`src/rtl/temporal_encoder.sv`:
```
// Race-logic temporal encoder: binary lane values become rising-edge,
// falling-edge and pulse encodings inside back-to-back gamma cycles.
module temporal_encoder #(
    parameter int GAMMA_CYCLE_WIDTH = 16,
    parameter int PULSE_WIDTH       = 8,
    parameter int LANES             = 2,
    parameter int VAL_W             = $clog2(GAMMA_CYCLE_WIDTH) + 1
) (
    input  logic                                 clk,
    input  logic                                 rst,
    input  logic                                 in_valid,
    output logic                                 in_ready,
    input  logic [LANES*VAL_W-1:0]               in_value,
    output logic                                 gamma_set,
    output logic [LANES-1:0]                     edge_rise,
    output logic [LANES-1:0]                     edge_fall,
    output logic [LANES-1:0]                     pulse,
    output logic                                 busy,
    output logic [$clog2(GAMMA_CYCLE_WIDTH)-1:0] gamma_idx
);

    localparam int IW = $clog2(GAMMA_CYCLE_WIDTH);
    localparam int DW = LANES * VAL_W;
    localparam logic [IW-1:0] LAST = IW'(GAMMA_CYCLE_WIDTH - 1);

    typedef enum logic {
        IDLE,
        RUN
    } state_e;

    state_e          state_q, state_d;
    logic [IW-1:0]   cnt_q, cnt_d;
    logic [DW-1:0]   pend_q, pend_d;
    logic            pend_full_q, pend_full_d;
    logic [DW-1:0]   act_q, act_d;
    logic            rdy_q;

    logic            set_q, set_d;
    logic            busy_q, busy_d;
    logic [IW-1:0]   idx_q, idx_d;
    logic [LANES-1:0] rise_q, rise_d;
    logic [LANES-1:0] fall_q, fall_d;
    logic [LANES-1:0] pulse_q, pulse_d;

    logic            accept;
    logic            launch;
    logic            run_d;
    logic [31:0]     c_d;

    // rdy_q keeps in_ready low until the first edge after reset release
    assign in_ready = rdy_q && !pend_full_q;
    assign accept   = in_valid && in_ready;
    assign launch   = pend_full_q && (state_q == IDLE || cnt_q == LAST);

    always_comb begin
        state_d     = state_q;
        cnt_d       = cnt_q;
        act_d       = act_q;
        pend_d      = pend_q;
        pend_full_d = pend_full_q;

        if (accept) begin
            pend_d      = in_value;
            pend_full_d = 1'b1;
        end

        unique case (state_q)
            IDLE: begin
                if (launch) begin
                    state_d     = RUN;
                    cnt_d       = '0;
                    act_d       = pend_q;
                    pend_full_d = 1'b0;
                end
            end
            RUN: begin
                if (launch) begin
                    cnt_d       = '0;
                    act_d       = pend_q;
                    pend_full_d = 1'b0;
                end else if (cnt_q == LAST) begin
                    state_d = IDLE;
                    cnt_d   = '0;
                end else begin
                    cnt_d = cnt_q + 1'b1;
                end
            end
            default: begin
                state_d = IDLE;
                cnt_d   = '0;
            end
        endcase
    end

    // Outputs are derived from next state so they register in step with it
    assign run_d  = (state_d == RUN);
    assign c_d    = 32'(cnt_d);
    assign set_d  = run_d && (cnt_d == '0);
    assign busy_d = run_d;
    assign idx_d  = run_d ? cnt_d : '0;

    for (genvar i = 0; i < LANES; i++) begin : g_lane
        logic [31:0] t;
        logic [31:0] t_end;
        assign t     = 32'(act_d[i*VAL_W +: VAL_W]);
        assign t_end = t + 32'(PULSE_WIDTH);
        assign rise_d[i]  = run_d && (c_d >= t);
        assign fall_d[i]  = run_d && (c_d < t);
        assign pulse_d[i] = run_d && (c_d >= t) && (c_d < t_end);
    end

    always_ff @(posedge clk or posedge rst) begin
        if (rst) begin
            state_q     <= IDLE;
            cnt_q       <= '0;
            pend_q      <= '0;
            pend_full_q <= 1'b0;
            act_q       <= '0;
            rdy_q       <= 1'b0;
            set_q       <= 1'b0;
            busy_q      <= 1'b0;
            idx_q       <= '0;
            rise_q      <= '0;
            fall_q      <= '0;
            pulse_q     <= '0;
        end else begin
            state_q     <= state_d;
            cnt_q       <= cnt_d;
            pend_q      <= pend_d;
            pend_full_q <= pend_full_d;
            act_q       <= act_d;
            rdy_q       <= 1'b1;
            set_q       <= set_d;
            busy_q      <= busy_d;
            idx_q       <= idx_d;
            rise_q      <= rise_d;
            fall_q      <= fall_d;
            pulse_q     <= pulse_d;
        end
    end

    assign gamma_set = set_q;
    assign busy      = busy_q;
    assign gamma_idx = idx_q;
    assign edge_rise = rise_q;
    assign edge_fall = fall_q;
    assign pulse     = pulse_q;

endmodule

```
`config.mk`:
```
export PLATFORM = sky130hd
export DESIGN_NAME = temporal_encoder
export DESIGN_NICKNAME = d
export VERILOG_FILES = /design/src/rtl/temporal_encoder.sv
export SDC_FILE = /design/constraint.sdc
export NUM_CORES = 1
export LEC_CHECK = 0
export ABC_AREA = 1
export BUFFER_PORTS_ARGS = -buffer_cell sky130_fd_sc_hd__buf_4
export CORE_ASPECT_RATIO = 0.9
export CORE_MARGIN = 8
export CORE_UTILIZATION = 51
export CTS_CLUSTER_DIAMETER = 40
export DETAILED_ROUTE_END_ITERATION = 8
export PLACE_DENSITY = 0.75
export SYNTH_ARGS = -nofsm -noshare
export SYNTH_HDL_FRONTEND = slang
export SYNTH_SLANG_ARGS = --single-unit
```
`constraint.sdc`:
```
create_clock -name clk -period 2.2 [get_ports clk]
set_clock_uncertainty 0.15 [all_clocks]
set_input_delay 0.11 -clock clk [delete_from_list [all_inputs] [get_ports clk]]
set_output_delay 0.11 -clock clk [all_outputs]
set_load 0.005 [all_outputs]
```
# --- Yosys cells after proc, flatten, opt, wreduce, memory -nomap -nowiden ---
# Index checks and enable logic that the tools add are counted.
word_totals:
  regBits: 38
  latch_bits: 0
  ramBits: 0
  mem_bits_ro: 0
  out_inout_bits: 13
  word_cells: 48
  memories: 0
classes:
  addsub: 3
  n_mul: 0
  div: 0
  n_lt_le_gt_ge: 6
  n_eq_ne: 1
  shift: 0
  n_mux: 12
  n_bitwise: 1
  reduce_logical: 14
op_table:
  columns: ["operator", "count"]
  rows:
  - ["4-bit 2-to-1 mux", 4]
  - ["5-bit by 4-bit adder with 6-bit output, second input constant", 2]
  - ["4-bit by 6-bit less-than comparator with 1-bit output", 2]
  - ["4-bit by 5-bit >= comparator with 1-bit output", 2]
  - ["1-bit logical AND", 10]
  - ["4-bit by 5-bit less-than comparator with 1-bit output", 2]
  - ["10-bit 2-to-1 mux", 1]
  - ["4-bit one-hot mux with 2 select lines", 1]
  - ["1-bit 2-to-1 mux", 5]
  - ["4-bit by 1-bit adder with 4-bit output, second input constant", 1]
  - ["4-bit == test, second input constant", 1]
  - ["4-bit logical NOT", 1]
  - ["1-bit one-hot mux with 2 select lines", 1]
  - ["2-bit nonzero test", 1]
  - ["1-bit logical NOT", 1]
  - ["1-bit logical OR", 1]
  - ["1-bit NOT", 1]

# --- Logic depth before layout (Yosys ltp) ---
logic_depth:
  depth_word: 8
  depth_mapped: 17
  ltp_nobuf: 17

# --- Worst setup path before layout ---
# No wires, ideal clock.
synth_timing:
  kind: "flip-flop to flip-flop"
  start: "reg cnt_q[0]"
  end: "reg rise_q[0] (netlist: edge_rise[0])"
  t_arrival_ns: 1.896
  required_time_ns: 1.935
  setup_slack_ns: 0.039
  stages_incl_launch_ff: 15
  n_path_buf: 0
  path_cell_list: "dfrtp_1 > ha_1 > nand3_2 > nand2_4 > nand2_4 > inv_2 > or2_1 > o21ai_2 > ha_1 > a21oi_1 > nand2_1 > nand2_1 > nand3_1 > nand3_2 > inv_1"
synth_via:
  elab_chain_len: 7
  word_cells_on_any_way: 15
  cone_classes: "1 x add/sub; 1 x order compare; 1 x eq/ne; 9 x mux; 3 x reduce/logical"
synth_lines:
  columns: ["item", "line_no", "text"]
  rows:
  - ["start, declared", "32", "logic [IW-1:0] cnt_q, cnt_d;"]
  - ["start signal, assigned", "128", "cnt_q <= cnt_d;"]
  - ["branches (longest 6 deep; another with 4-bit by 5-bit >= comparator with 1-bit output)", null, null]
  - ["1-bit logical AND (*)", "107", "assign rise_d[i] = run_d && (c_d >= t);"]
  - ["named net rise_d[0]", "41", "logic [LANES-1:0] rise_q, rise_d;"]
  - ["end signal, assigned", "136", "rise_q <= rise_d;"]
  - ["end, declared", "41", null]
# Mark *: on every way through the listed nets, which the timed path passes.
# A chain may end at the register's enable or synchronous reset.

# --- Final worst setup path ---
layout_timing:
  start: "reg cnt_q[1]"
  end: "reg pulse_q[0] (netlist: pulse[0])"
layout_via:
  elab_chain_len: 8
  word_cells_on_any_way: 18
  cone_classes: "2 x add/sub; 2 x order compare; 1 x eq/ne; 9 x mux; 4 x reduce/logical"
layout_lines:
  columns: ["item", "line_no", "text"]
  rows:
  - ["branches (longest 7 deep; another with 5-bit by 4-bit adder with 6-bit output)", null, null]
  - ["1-bit logical AND (*)", "109", "assign pulse_d[i] = run_d && (c_d >= t) && (c_d < t_end);"]
  - ["named net pulse_d[0]", "43", "logic [LANES-1:0] pulse_q, pulse_d;"]
  - ["end signal, assigned", "138", "pulse_q <= pulse_d;"]
  - ["end, declared", "43", null]
# Marked as above.

==> results.txt <==
----------------------------------------------------
[Layout]
  Area Overhead vs Synth ... 35.3%
  Area of the multi-input gates ... approximately 870 sq um
  Count of fill cells added during filler insertion ... ~280
  Finished Core Util ... 70.0%
  Most common cell after layout, fill and taps aside ... sky130_fd_sc_hd__buf_4
  Layout cell share with drive strength beyond 1 ... between 40% and 50%
  ANT cells ... 0
  Most used cells in the layout excluding fill and tap cells ... sky130_fd_sc_hd__buf_4 (39), sky130_fd_sc_hd__dfrtp_1 (38), sky130_fd_sc_hd__inv_1 (28)
  Number of nets at the end of the flow ... 257
  Storage element area ... 951 sq um

[STA]
  Least setup slack across all paths after layout ... -13.4 ps
  Top achievable clock speed ... 0.452 GHz
  Final Hold Fails ... 0
  Unrepaired setup endpoints after global routing ... true
  Post-route fraction of the period consumed by the critical path ... 101%
  Final max-slew violation count ... 0
  Total setup violations reported at the end of the flow ... 3
  Setup TNS ... -23.4 ps
  Final Critical Period ... approximately 2200 ps

[Logic synthesis]
  Mapped Nets ... roughly 200
  Sequential cell area fraction in the yosys report ... between 50% and 60%
  Number of flip-flops and latches in the synthesized netlist ... 38
  Post-Syn Area ... 1880 sq um
  Per-instance average area after synthesis ... around 11 sq um
  Number of distinct standard cells referenced by the synthesized netlist ... 26
  FFs w/ async S/R, synth ... between 90% and 100%
  Post-synth EDFFs ... 0
  Gate count of the mapped netlist ... 177
  Number of warnings printed during yosys synthesis ... 0
  Leading register cell type out of synthesis ... sky130_fd_sc_hd__dfrtp_1

[Power and ir drop]
  Worst vdd rail ir drop ... 1.10 mV
  Power density of the placed cells ... 1720 nW/um^2
  Clk network pwr share ... between 10% and 20%
  Switching share of total power ... ~40%
  Psw ... approximately 1.8 mW
  Sum of internal, switching and leakage power ... ~4.4 mW
  Comb power frac ... between 60% and 70%
  Leakage power figure ... 1.31 nW
  Sequential share of power ... approximately 27%
  P_int ... 2.58 mW

[Detailed routing]
  Drt drc ... 0
  Number of routed nets with antenna violations ... 0
  Via/cell ratio ... 4.89
  Via count ... around 1400
  Total detailed-routing wirelength ... 3860 um
  Drt wl/cell ... 13.8 um
  Number of DRC markers in iteration 0 ... 53
  Length of the first detailed-routing pass in iterations ... 2

[Setup path]
  Arrival time reported for the critical path endpoint ... about 2300 ps
  CP required ... roughly 2300 ps
  Startpoint Class ... flop
  CP endpoint ... pulse[0]
  Critical path endpoint category ... flop
  Endpoint of the worst register-to-register path ... pulse[0]
  Launching point of the worst reg2reg path ... cnt_q[1]
  Slack of the worst reg-to-reg path ... -10 ps
  Largest fanout of any net on the critical path ... 7
  Startpoint of the most critical setup path ... cnt_q[1]
  Type of the setup path with the least slack ... flop to flop
  FF-to-FF path depth ... 15

[Global route]
  Most heavily used metal layer in global routing ... met2
  GR met1 Demand/Resource ... between 15 and 20%
  Via count of the first global-routing pass ... ~1500
  Largest net degree at the start of global routing ... 39
  Grt met3 use ... ~5.1%
  Wire length of the first global-routing pass ... 6440 um
  Total congestion overflow after global routing ... 0
  M2 GR Usage ... between 20% and 30%
  Initial antenna violation count ... 0
  Aggregate global-route resource usage ... around 14%

[Die]
  Horiz. Die Dim ... about 80 um
  Initial core utilization ... 51.8%
  Num rows ... 21
  Die height ... between 70 and 80 um
  Core footprint ... approximately 3600 sq um
  Area of the die ... 5880 sq um
  Count of pins on the block boundary ... 26

[Run status]
  Status ... finished, violations left
  Violated checks ... setup timing

[Place]
  Post-detailed-placement half-perimeter wirelength ... between 2000 and 3000 um
  Port Buffers ... 25
  Final RePlAce weighted congestion ... about 0.83

[Job]
  Max-cap violations ... 0

[Clocking]
  Master cell of the clock root buffer ... sky130_fd_sc_hd__clkbuf_8
  H-Tree Depth ... 2
  Clock Pin Slew Worst Setup and Hold Paths ... roughly 70 ps
  Largest buffer count on any clock path ... 2
  Clock tree from TritonCTS ... built
  Total CTS buffers ... 5
  Total number of clock tree sinks ... 38
  Clock Latency Late Sink ... ~290 ps

[Worst hold path]
  Hold Path Class ... input pin to async pin

----------------------------------------------------
## final cells by class
type,instances,area share (%)
clock buffers,8,4.34
inverters,32,4.93
well taps,46,2.27
repair buffers,52,16.9
flip-flops and latches,38,37.5
multi-input cells,104,34.2
## worst max-delay path: stages (launching register included)
cell	delay, ps
sky130_fd_sc_hd__dfrtp_1	390
sky130_fd_sc_hd__ha_2	200
sky130_fd_sc_hd__nand3_2	90
sky130_fd_sc_hd__nand2_4	60
sky130_fd_sc_hd__nand2_4	90
sky130_fd_sc_hd__inv_4	50
sky130_fd_sc_hd__or2_1	240
sky130_fd_sc_hd__o21ai_2	100
sky130_fd_sc_hd__ha_4	240
sky130_fd_sc_hd__nand2_2	70
sky130_fd_sc_hd__inv_2	40
sky130_fd_sc_hd__nand2_2	60
sky130_fd_sc_hd__nand2_2	50
sky130_fd_sc_hd__a21oi_1	160
sky130_fd_sc_hd__nor2_2	60
sky130_fd_sc_hd__nor2_2	90
## cell usage after synthesis (4+ instances only)
cell type / n / area share, %
sky130_fd_sc_hd__ha_1: 11 / 7.3
sky130_fd_sc_hd__nand2_1: 27 / 5.4
sky130_fd_sc_hd__nand2_2: 4 / 1.3
sky130_fd_sc_hd__dfrtp_1: 38 / 51
sky130_fd_sc_hd__nand2_4: 7 / 4.2
sky130_fd_sc_hd__a21oi_1: 5 / 1.3
sky130_fd_sc_hd__inv_1: 31 / 6.2
sky130_fd_sc_hd__or2_1: 5 / 1.7
sky130_fd_sc_hd__nor2_1: 9 / 1.8
sky130_fd_sc_hd__mux2_4: 8 / 6.4
sky130_fd_sc_hd__nand3_1: 9 / 2.4
sky130_fd_sc_hd__o21ai_2: 4 / 1.9
## power groups by stage
stage                     Clock [mW]  Combinational (mW)  Sequential, mW
final                          0.558                2.63            1.18
after global routing           0.604                2.92            1.22
after CTS                      0.570                2.16            1.18
after detailed placement           0                2.01            1.19
after global placement             0                1.94            1.19
after floorplan                    0                1.46            1.17
## how the worst min path moves through the flow
| stage | start | to | slack [ps] | depth (start not counted) |
|---|---|---|---|---|
| global placement | rst | gamma_idx[0] | 100 | 3 |
| global route | pend_q[5] | pend_q[5] | 380 | 1 |
| finish | rst | gamma_idx[0] | 340 | 4 |
| CTS | rst | gamma_idx[0] | 340 | 4 |
| floorplan | in_value[0] | pend_q[0] | 110 | 1 |
| detailed placement | rst | gamma_idx[0] | 110 | 3 |
## registers in the layout (all words and copies together) (netlist names)
signal / count
gamma_idx: 4
edge_fall: 2
edge_rise: 2
act_q: 10
pulse: 2
busy: 1
pend_q: 10
pend_full_q: 1
rdy_q: 1
cnt_q: 4
gamma_set: 1
## layer usage
metal	up-vias	wire, um
met5	-	0
met4	0	142
met3	12	156
met2	25	1990
met1	668	1570
li1	664	-
## what timing repair did
item / in CTS / in global routing
hold buffers: 12 / 0
setup buffers: 2 / 2
setup endpoints to repair: 6 / 6
pin swaps: 3 / 8
resized for setup: 6 / 24
hold endpoints to repair: 49 / 0
## cells by family (layout without fill, tap and decap cells)
group                    count (synthesis)  after routing  share of synthesized area [%]
AO/OA/AOI/OAI                           13             13                           4.67
XOR/XNOR                                 2              2                          0.934
adder cells (fa/ha/maj)                 11             11                           7.33
buffers and inverters                   35             92                           8.67
flip-flops                              38             38                           50.7
multiplexers                             9              9                           7.00
other                                    1              1                          0.200
AND/OR/NAND/NOR                         68             68                           20.5
## per-stage QoR
step | cells | hold slack, ps | setup WS [ps] | area (sq um)
after floorplan | 177 | 109 | 39.4 | 1880
after detailed placement | 256 | 107 | -98.6 | 2160
after global placement | 256 | 103 | -67.4 | 2160
after CTS | 278 | 342 | 0.358 | 2420
final | 280 | 339 | -13.4 | 2540
after global routing | 280 | 376 | -109 | 2540
(Power assumes the default switching activity.)
